[src/rtl/pong_pkg.sv]
// pong_pkg: match states, player encoding and default ball-step timing
// shared between the match scheduler and the ball engine.
package pong_pkg;
   typedef enum logic [2:0] {IDLE, WAIT_SERVE, RALLY, POINT, GAME_OVER} state_t;
   localparam logic P1 = 1'b0;
   localparam logic P2 = 1'b1;
   localparam int PERIOD0_DEF    = 30_000_000;
   localparam int PERIOD1_DEF    = 15_000_000;
   localparam int PERIOD2_DEF    = 8_000_000;
   localparam int PERIOD3_DEF    = 2_000_000;
   localparam int POINT_HOLD_DEF = 25_000_000;
   function automatic logic [3:0] sat_inc(input logic [3:0] s, input logic [3:0] lim);
      return (s >= lim) ? s : s + 4'd1;
   endfunction
endpackage

[src/rtl/pong_tick_div.sv]
// pong_tick_div: ball-step divider; the period follows the current speed level and the
// >= compare lets a mid-count speed increase tick at once instead of overrunning.
module pong_tick_div
   import pong_pkg::*;
#(
   parameter int CNT_W   = 26,
   parameter int PERIOD0 = PERIOD0_DEF,
   parameter int PERIOD1 = PERIOD1_DEF,
   parameter int PERIOD2 = PERIOD2_DEF,
   parameter int PERIOD3 = PERIOD3_DEF
) (
   input  logic       CLK50,
   input  logic       RST,
   input  logic       run,
   input  logic       clear,
   input  logic [1:0] speed,
   output logic       tick
);
   logic [CNT_W-1:0] count, last;
   always_comb
      last = (speed == 2'd0) ? CNT_W'(PERIOD0 - 1) :
             (speed == 2'd1) ? CNT_W'(PERIOD1 - 1) :
             (speed == 2'd2) ? CNT_W'(PERIOD2 - 1) : CNT_W'(PERIOD3 - 1);
   always_ff @(posedge CLK50 or posedge RST)
      if (RST) begin
         count <= '0;
         tick  <= 1'b0;
      end else if (clear) begin
         count <= '0;
         tick  <= 1'b0;
      end else if (run && count >= last) begin
         count <= '0;
         tick  <= 1'b1;
      end else begin
         count <= run ? count + 1'b1 : count;
         tick  <= 1'b0;
      end
endmodule

[src/rtl/pong_match_sched.sv]
// pong_match_sched: match controller for pong -- serve ownership, scoring, speed level,
// post-point hold and match winner; every output comes straight from a flop.
module pong_match_sched
   import pong_pkg::*;
#(
   parameter int WIN_SCORE  = 11,
   parameter int CNT_W      = 26,
   parameter int PERIOD0    = PERIOD0_DEF,
   parameter int PERIOD1    = PERIOD1_DEF,
   parameter int PERIOD2    = PERIOD2_DEF,
   parameter int PERIOD3    = PERIOD3_DEF,
   parameter int POINT_HOLD = POINT_HOLD_DEF
) (
   input  logic       CLK50,
   input  logic       RST,
   input  logic       enable,
   input  logic [1:0] speed_init,
   input  logic       p1_press,
   input  logic       p2_press,
   input  logic       speed_up,
   input  logic       miss_p1,
   input  logic       miss_p2,
   output logic       ball_tick,
   output logic       serve_go,
   output logic       serve_dir,
   output logic       rally_active,
   output logic [1:0] speed,
   output logic [3:0] score1,
   output logic [3:0] score2,
   output logic       game_over,
   output logic       winner
);
   localparam int HOLD_W = $clog2(POINT_HOLD + 1);
   localparam logic [3:0] WIN = 4'(WIN_SCORE);
   localparam logic [HOLD_W-1:0] HOLD_LAST = HOLD_W'(POINT_HOLD - 1);
   state_t state, state_n;
   logic [1:0] saved_speed, saved_n, speed_n;
   logic [3:0] score1_n, score2_n;
   logic [HOLD_W-1:0] hold, hold_n;
   logic server_n, go_n;
   // serve_dir doubles as the server register: the serving side always launches away from itself
   always_comb begin
      state_n  = state;
      speed_n  = speed;
      saved_n  = saved_speed;
      server_n = serve_dir;
      score1_n = score1;
      score2_n = score2;
      hold_n   = '0;
      go_n     = 1'b0;
      if (!enable) begin
         state_n  = IDLE;
         speed_n  = '0;
         server_n = P1;
         score1_n = '0;
         score2_n = '0;
      end else
         case (state)
            IDLE: begin
               state_n  = WAIT_SERVE;
               speed_n  = speed_init;
               saved_n  = speed_init;
               server_n = P1;
               score1_n = '0;
               score2_n = '0;
            end
            WAIT_SERVE: begin
               speed_n = saved_speed;
               if ((serve_dir == P2) ? p2_press : p1_press) begin
                  go_n    = 1'b1;
                  state_n = RALLY;
               end
            end
            RALLY:
               if (miss_p1) begin
                  score2_n = sat_inc(score2, WIN);
                  server_n = P1;
                  state_n  = POINT;
               end else if (miss_p2) begin
                  score1_n = sat_inc(score1, WIN);
                  server_n = P2;
                  state_n  = POINT;
               end else if (speed_up && speed != 2'd3)
                  speed_n = speed + 2'd1;
            POINT:
               if (hold == HOLD_LAST)
                  state_n = (score1 == WIN || score2 == WIN) ? GAME_OVER : WAIT_SERVE;
               else
                  hold_n = hold + 1'b1;
            default: ;
         endcase
   end
   always_ff @(posedge CLK50 or posedge RST)
      if (RST) begin
         state        <= IDLE;
         speed        <= '0;
         saved_speed  <= '0;
         serve_dir    <= P1;
         score1       <= '0;
         score2       <= '0;
         hold         <= '0;
         serve_go     <= 1'b0;
         rally_active <= 1'b0;
         game_over    <= 1'b0;
         winner       <= 1'b0;
      end else begin
         state        <= state_n;
         speed        <= speed_n;
         saved_speed  <= saved_n;
         serve_dir    <= server_n;
         score1       <= score1_n;
         score2       <= score2_n;
         hold         <= hold_n;
         serve_go     <= go_n;
         rally_active <= state_n == RALLY;
         game_over    <= state_n == GAME_OVER;
         winner       <= state_n == GAME_OVER && score2_n == WIN;
      end
   pong_tick_div #(
      .CNT_W(CNT_W), .PERIOD0(PERIOD0), .PERIOD1(PERIOD1), .PERIOD2(PERIOD2), .PERIOD3(PERIOD3)
   ) u_div (
      .CLK50(CLK50),
      .RST(RST),
      .run(state == RALLY),
      .clear(state_n != RALLY),
      .speed(speed),
      .tick(ball_tick)
   );
endmodule

[config.mk]
export PLATFORM = sky130hd
export DESIGN_NAME = pong_match_sched
export DESIGN_NICKNAME = d
export VERILOG_FILES = /design/src/rtl/pong_pkg.sv /design/src/rtl/pong_tick_div.sv /design/src/rtl/pong_match_sched.sv
export SDC_FILE = /design/constraint.sdc
export NUM_CORES = 1
export LEC_CHECK = 0
export BUFFER_PORTS_ARGS = -buffer_cell sky130_fd_sc_hd__buf_2
export CAP_MARGIN = 20
export CORE_ASPECT_RATIO = 1.5
export CORE_MARGIN = 5
export CORE_UTILIZATION = 40
export DETAILED_ROUTE_END_ITERATION = 16
export GPL_ROUTABILITY_DRIVEN = 1
export HOLD_SLACK_MARGIN = 0.03
export PLACE_DENSITY = 0.62
export SETUP_SLACK_MARGIN = 0.05
export SLEW_MARGIN = 0
export SYNTH_ARGS = -nofsm -noshare
export SYNTH_HDL_FRONTEND = slang
export SYNTH_SLANG_ARGS = --single-unit
[constraint.sdc]
create_clock -name CLK50 -period 4.7 [get_ports CLK50]
set_input_delay 0.94 -clock CLK50 [delete_from_list [all_inputs] [get_ports CLK50]]
set_output_delay 0.94 -clock CLK50 [all_outputs]
set_load 0.01 [all_outputs]
==> results of run 1 <==
==> placed cells by master, fill, tap and decap left out, types with 2 or more instances in the layout <==
master / n
o21ai_0: 15
dfrtp_1: 72
or3_1: 3
a211oi_1: 3
or4_1: 3
ha_1: 26
nand4_1: 34
and2_1: 10
and4_1: 5
xnor2_1: 10
mux2_2: 4
buf_2: 25
o21a_1: 3
a21boi_0: 2
buf_4: 5
a31oi_1: 13
nor3_1: 23
nor2_1: 58
a41oi_1: 2
xor2_1: 15
and3_1: 8
nor4_1: 4
nand2_1: 58
inv_1: 15
nor3b_1: 3
nor2b_1: 4
or2_2: 3
clkbuf_16: 9
nor4_2: 3
nand3_1: 29
mux2i_1: 2
bufinv_16: 2
clkinv_4: 2
a21oi_1: 21
o211ai_1: 10
==> registers in the layout, summed over array words and instances, names as in the netlist <==
register,count
state,3
u_div.tick,1
serve_go,1
serve_dir,1
hold,25
score2,4
saved_speed,2
u_div.count,26
winner,1
game_over,1
score1,4
speed,2
rally_active,1
==> metrics by stage <==
step	std cells	instance area, sq um	worst slack [ps]
4_1_cts	685	5137	1695
2_1_floorplan	516	4564	1935
3_3_place_gp	669	4807	1837
6_report	687	5172	1668
3_5_place_dp	669	4807	1721
5_1_grt	687	5172	1465
==> power groups by stage <==
| stage | Combinational (mW) | Sequential [mW] | Clock (mW) |
|---|---|---|---|
| final | 0.156 | 0.643 | 0.756 |
| after global routing | 0.177 | 0.644 | 0.802 |
| after CTS | 0.155 | 0.643 | 0.775 |
| after detailed placement | 0.153 | 0.654 | 0 |
| after global placement | 0.150 | 0.653 | 0 |
| after floorplan | 0.113 | 0.650 | 0 |
==> layout make-up <==
type / instances / area, sq um
fill: 1071 / 5942
multi-input combinational: 404 / 2599
sequential: 72 / 1802
clock buffer: 10 / 239.0
timing repair buffer: 32 / 197.7
tap: 147 / 183.9
clock inverter: 6 / 91.34
inverter: 16 / 60.06
==> logic make-up after synthesis <==
kind of cell             synth area share (%)
AND/OR/NAND/NOR                         30.07
AO/OA/AOI/OAI                           13.13
flip-flops                              39.47
buffers and inverters                   3.975
adder cells (fa/ha/maj)                 7.127
XOR/XNOR                                4.797
multiplexers                            1.425
==> synth_stat cells (all sizes together), types with 2 or more instances <==
master / count
ha: 26
xnor2: 10
nor3: 23
or4: 3
xor2: 15
nor2: 58
or2: 4
nand4: 35
and3: 8
dfrtp: 72
inv: 16
a21boi: 3
o211ai: 10
nand2: 58
nor3b: 4
nand3b: 2
nor2b: 4
buf: 11
a41oi: 2
nand3: 29
nor4: 7
a211oi: 4
and2: 10
or3: 4
o21ai: 15
clkbuf: 13
mux2i: 2
and4: 5
a31oi: 13
o211a: 2
and4bb: 2
o21a: 3
mux2: 4
a21oi: 21
==> final timing paths <==
kind / end / slack, ps / cells past startpoint
worst min register to register: saved_speed[1]$_DFFE_PP0P_ / 510 / 1
worst max-delay path: u_div.count[15]$_DFFE_PP0P_ / 1670 / 11
max in group asynchronous: u_div.count[14]$_DFFE_PP0P_ / 3410 / 3
worst max register to register: u_div.count[15]$_DFFE_PP0P_ / 1670 / 11
min in group asynchronous: score1[2]$_DFFE_PP0P_ / 570 / 2
worst min-delay path: saved_speed[1]$_DFFE_PP0P_ / 510 / 1
==> per-layer routing <==
layer | up-vias | GRT usage, %
met5 | - | 0
met3 | 9 | 2.966
met4 | 0 | 5.762
met2 | 56 | 26.89
met1 | 1891 | 20.68
li1 | 1929 | -
==> critical path, cell delays in order, from the launching register on <==
cell and delay (ps):
dfrtp_1 450, inv_1 110, ha_1 270, or2_2 380
ha_1 320, nor2_1 50, a211oi_1 400, a41o_1 210
o311ai_4 100, buf_4 290, a32oi_1 220, a21oi_1 80
==> summary.md, run 1 <==
| Metric | Value |
|---|---|
| Hold-fix buffers, CTS | `0` |
| WHS | `514.6 ps` |
| Crit path max fanout | `39` |
| Die area | `0.01369 sq mm` |
| Ant diodes | `0` |
| Area growth, synth to finish | `13.32%` |
| Largest net degree at the start of global routing | `46` |
| Dominant cell type by area after synthesis | `dfrtp_1` |
| Post-CTS setup buffers | `0` |
| Ports | `26` |
| Global-route wire length before repair | `18,290 um` |
| Fin crit share | `64.51%` |
| Int Power | `1.169 mW` |
| Clock power frac | `48.6%` |
| Total GRT Usage | `between 10% and 20%` |
| Antenna violations before repair | `0` |
| Iteration-0 DRC Markers | `roughly 220` |
| Placer Congestion | `approximately 0.84` |
| Global route overflow | `0` |
| Core Rows | `47` |
| Primary FF master, synth | `dfrtp_1` |
| Starting density of the core | `41.07%` |
| Finished Core Util | `46.54%` |
| Yosys warnings | `0` |
| Max VDD drop | `0.1299 mV` |
| Critical path class | `flop to flop` |
| DR DRC count | `0` |
| Hold Vio Cnt, Final | `0` |
| Die Ht | `140.8 um` |
| Min Clock Period, post-route | `3032 ps` |
| Switching power | `about 390 uW` |
| Nets@finish | `571` |
| Final TNS setup | `0 ps` |
| Critical Path Source Type | `flop` |
| Slew @ Worst Pin | `812.0 ps` |
| Post-Synthesis Cells | `516` |
| CTS Buf Count | `9` |
| WL per Instance | `15.30 um` |
| WL met3 | `324 um` |
| CTS Root Cell | `clkbuf_16` |
| Synth Cell Area | `0.004564 sq mm` |
| TritonRoute pass-1 iters | `4` |
| Post-synthesis register bit count | `72` |
| Synth top area share | `around two fifths` |
| Die span in x | `97.22 um` |
| Critical path data required time | `4900 ps` |
| CTS Sinks | `72` |
| Setup violators final | `0` |
| FFs w/ async S/R, synth | `100.0%` |
| Pins Over Slew Limit | `0` |
| Max-cap violations | `0` |
| Clk slew on worst S/H paths | `~60 ps` |
| Cell leakage power | `2.077 nW` |
| Worst Hold Class | `flop to flop` |
| Sequential group share of total power | `41.4%` |
| Seq/Total Area, Yosys | `39.47%` |
| Clock Latency Late Sink | `330 ps` |
| Crit. End Element | `flop` |
| Worst EP arrival | `3230 ps` |
| Vias per std cell | `between 5 and 6` |
| Number of synthesized flops with an enable pin | `0` |
| Met2 WL | `5121 um` |
| CTS Buffer Depth | `2` |
| Status | `complete, no violations` |
| Layout cell share with drive strength beyond 1 | `around an eighth` |
| Vias in the first global route | `3,777` |
| H-tree Lvls | `3` |
| Total number of vias | `3,885` |
| Dominant cells by area after synthesis | `dfrtp_1, ha_1, nand2_1, nor2_1, nand4_1` |
| Fmax achieved | `approximately 330 MHz` |
| Synth Area per Inst | `8.846 sq um` |
| HP Start | `saved_speed[1]$_DFFE_PP0P_` |
| Clock skew | `8.868 ps` |
| Power Density | `300.5 mW/mm^2` |
| Cts repair resizes | `0` |
| Highest Signal Layer | `met4` |
| TritonCTS clock tree | `built` |
| Metal-1 WL | `approximately 4900 um` |
| IO buf count | `25` |
| Core area | `0.01111 sq mm` |
| RSZ-0062 raised after global routing | `no` |
| Distinct cells, synth | `64` |
| Syn_nets | `552` |
| Total power | `between 1.5 and 2 mW` |
| Comb pwr share | `between 10% and 20%` |
| Post-route ant nets | `0` |
| Detailed Place HPWL | `7168 um` |
| Final WL | `10,510 um` |
| Worst Setup SP | `speed[1]$_DFFE_PP0P_` |
| R2R Path Start | `speed[1]$_DFFE_PP0P_` |
| Relative slew slack | `about 46%` |
| Switching Share | `24.78%` |
Note: power is estimated with default switching activity, not from simulation.
==> run 2: changes to the inputs <==
- clock period: 4.7 -> 3.1 ns (I/O delays scaled with it)
==> run 2 against run 1 <==
  * Core utilization shrank 0.39 points
  * Die area is the same
  * Power grew 42%
  * Wire length shrank 0.29%
  * Clock power grew 31%
  * First-iteration DRC count grew 7.4%
  * Sequential share of layout area grew 0.30 points
  * Fmax grew 4.2%
  * Largest cell class unchanged
==> summary.md, run 2 (same netlist as run 1, synthesis figures left out) <==
| Metric | Value |
|---|---|
| WL per Instance | `15.32 um (+0.14%)` |
| Core area | `0.01111 sq mm (unchanged)` |
| Die span in x | `97.22 um (unchanged)` |
| Antenna violations before repair | `0 (unchanged)` |
| Final WL | `10,480 um (-0.29%)` |
| Area after DPL | `0.004827 sq mm (+0.42%)` |
| Clock skew | `4.518 ps (-4.351 ps)` |
| IO buf count | `25 (unchanged)` |
| Core Rows | `47 (unchanged)` |
| Total number of vias | `3,883 (-0.051%)` |
| Ports | `26 (unchanged)` |
| Slew @ Worst Pin | `935.4 ps (+123.4 ps)` |
| Final TNS setup | `0 ps (unchanged)` |
| CTS Buffer Depth | `2 (unchanged)` |
| Layout cell share with drive strength beyond 1 | `12.29% (-0.49 points)` |
| Finished Cell Area | `0.005129 sq mm (-0.85%)` |
| Placer Congestion | `0.8869 (+5.5%)` |
| Worst Hold Class | `input port to async pin` |
| Int Power | `1.650 mW (+41%)` |
| Hold Vio Cnt, Final | `0 (unchanged)` |
| Status | `complete, no violations` |
| Area growth, synth to finish | `12.36%` |
| TritonCTS clock tree | `built` |
| TritonRoute pass-1 iters | `4 (unchanged)` |
| Post-route ant nets | `0 (unchanged)` |
| Post-CTS setup buffers | `0 (unchanged)` |
| R2R Path Start | `speed[1]$_DFFE_PP0P_` |
| Setup violators final | `0 (unchanged)` |
| Clk slew on worst S/H paths | `50 ps (about the same)` |
| DR DRC count | `0 (unchanged)` |
| Most frequent cells in the layout | `dfrtp_1, nor2_1, nand2_1` |
| Die area | `0.01369 sq mm (unchanged)` |
| Leading cell type in the layout, fill and taps excluded | `dfrtp_1` |
| Fmax achieved | `343.7 MHz (+4.2%)` |
| R2R depth | `11 (unchanged)` |
| Switching Share | `25.01% (+0.22 points)` |
| Starting density of the core | `41.07% (unchanged)` |
| Total GRT Usage | `15.88% (-0.14 points)` |
| Comb pwr share | `10.8% (+0.8 points)` |
| Max-cap violations | `0 (unchanged)` |
| Critical Path Source Type | `flop` |
| Min Clock Period, post-route | `2910 ps (-122.3 ps)` |
| Iteration-0 DRC Markers | `231 (+7.4%)` |
| CTS Buf Count | `9 (unchanged)` |
| Cts repair resizes | `0 (unchanged)` |
| Crit. End Element | `flop` |
| Global-route wire length before repair | `18,130 um (-0.86%)` |
| Biggest regs | `u_div.count: 26 flops, hold: 25 flops` |
| Worst EP arrival | `3160 ps (-70 ps)` |
| Relative slew slack | `37.41% (-8.3 points)` |
| H-tree Lvls | `3 (unchanged)` |
| Vias in the first global route | `3,798 (+0.56%)` |
| CTS Root Cell | `clkbuf_16` |
| Cell leakage power | `2.045 nW (-1.5%)` |
| Switching power | `550.4 uW (+43%)` |
| RSZ-0062 raised after global routing | `no` |
| FF-to-FF End | `u_div.count[13]$_DFFE_PP0P_` |
| Crit path max fanout | `39 (unchanged)` |
| Max reg flops | `26 (unchanged)` |
| Nets@finish | `570 (-0.18%)` |
| Vias per std cell | `5.677 (+0.39%)` |
| Pins Over Slew Limit | `0 (unchanged)` |
| Power Density | `429.1 mW/mm^2 (+43%)` |
| Largest Register | `u_div.count` |
| Hold-fix buffers, CTS | `0 (unchanged)` |
| Largest net degree at the start of global routing | `73 (+59%)` |
| Fin crit share | `93.86% (+29 points)` |
| Clock power frac | `44.9% (-3.7 points)` |
| Max VDD drop | `0.2615 mV (+100%)` |
| Detailed Place HPWL | `7064 um (-1.4%)` |
| Critical path class | `flop to flop` |
| Sequential group share of total power | `44.3% (+2.9 points)` |
| Die Ht | `140.8 um (unchanged)` |
| R2r setup slk | `190 ps (-1480 ps)` |
| Global route overflow | `0 (unchanged)` |
| Critical path data required time | `3350 ps (-1550 ps)` |
| Clock Latency Late Sink | `340 ps (about the same)` |
| CTS Sinks | `72 (unchanged)` |
| Ant diodes | `0 (unchanged)` |
==> run 2: worst max-delay path by stage <==
stage | from | endpoint | slack [ps] | depth (start not counted)
final | speed[1]$_DFFE_PP0P_ | u_div.count[13]$_DFFE_PP0P_ | 190 | 11
after global routing | speed[1]$_DFFE_PP0P_ | u_div.count[15]$_DFFE_PP0P_ | 50 | 11
after global placement | speed[1]$_DFFE_PP0P_ | u_div.count[1]$_DFFE_PP0P_ | 260 | 11
after CTS | speed[1]$_DFFE_PP0P_ | u_div.count[13]$_DFFE_PP0P_ | 70 | 11
after floorplan | speed[1]$_DFFE_PP0P_ | u_div.count[15]$_DFFE_PP0P_ | 460 | 11
after detailed placement | speed[1]$_DFFE_PP0P_ | u_div.count[1]$_DFFE_PP0P_ | 100 | 11
==> run 2: final cells by class <==
type	instances	area, sq um
Timing Repair Buffer	31	190.2
Clock buffer	10	229.0
Inverter	16	60.06
Sequential cell	72	1802
Tap cell	147	183.9
Clock inverter	4	47.55
Multi-Input combinational cell	404	2616
Fill cell	1065	5986
==> run 2: metal layers <==
metal,global-route usage [%],vias up,share of wire (%)
li1,-,1921,-
met4,7.367,0,2.2
met5,0,-,0
met2,26.67,76,50
met1,18.98,1871,44
met3,4.202,15,4.0
==> run 2: worst max-delay path: stages (launching register included) <==
cell and delay (ps):
dfrtp_1 430, inv_1 110, ha_1 280, or2_2 380
ha_1 230, nor3_1 280, a211oi_2 110, a41o_1 260
o311ai_4 90, buf_8 290, nand4_1 120, a31oi_1 220
==> run 2: metrics by stage <==
step	utilization [%]	hold WS, ps	worst slack [ps]	cells	power [mW]
finish	46.14	369.5	190.3	684	2.201
global route	46.14	413.6	49.18	684	2.302
CTS	45.92	381.7	74.48	684	2.232
detailed placement	43.43	500.8	103.4	670	1.226
global placement	43.43	493.3	260.1	670	1.219
floorplan	-	475.8	456.4	516	1.158
==> run 2: power by group through the flow <==
stage	Clock (mW)	Sequential [mW]	Combinational (mW)
global placement	0	0.990	0.229
detailed placement	0	0.992	0.234
CTS	1.02	0.975	0.236
finish	0.989	0.975	0.237
global route	1.06	0.977	0.266
floorplan	0	0.986	0.172
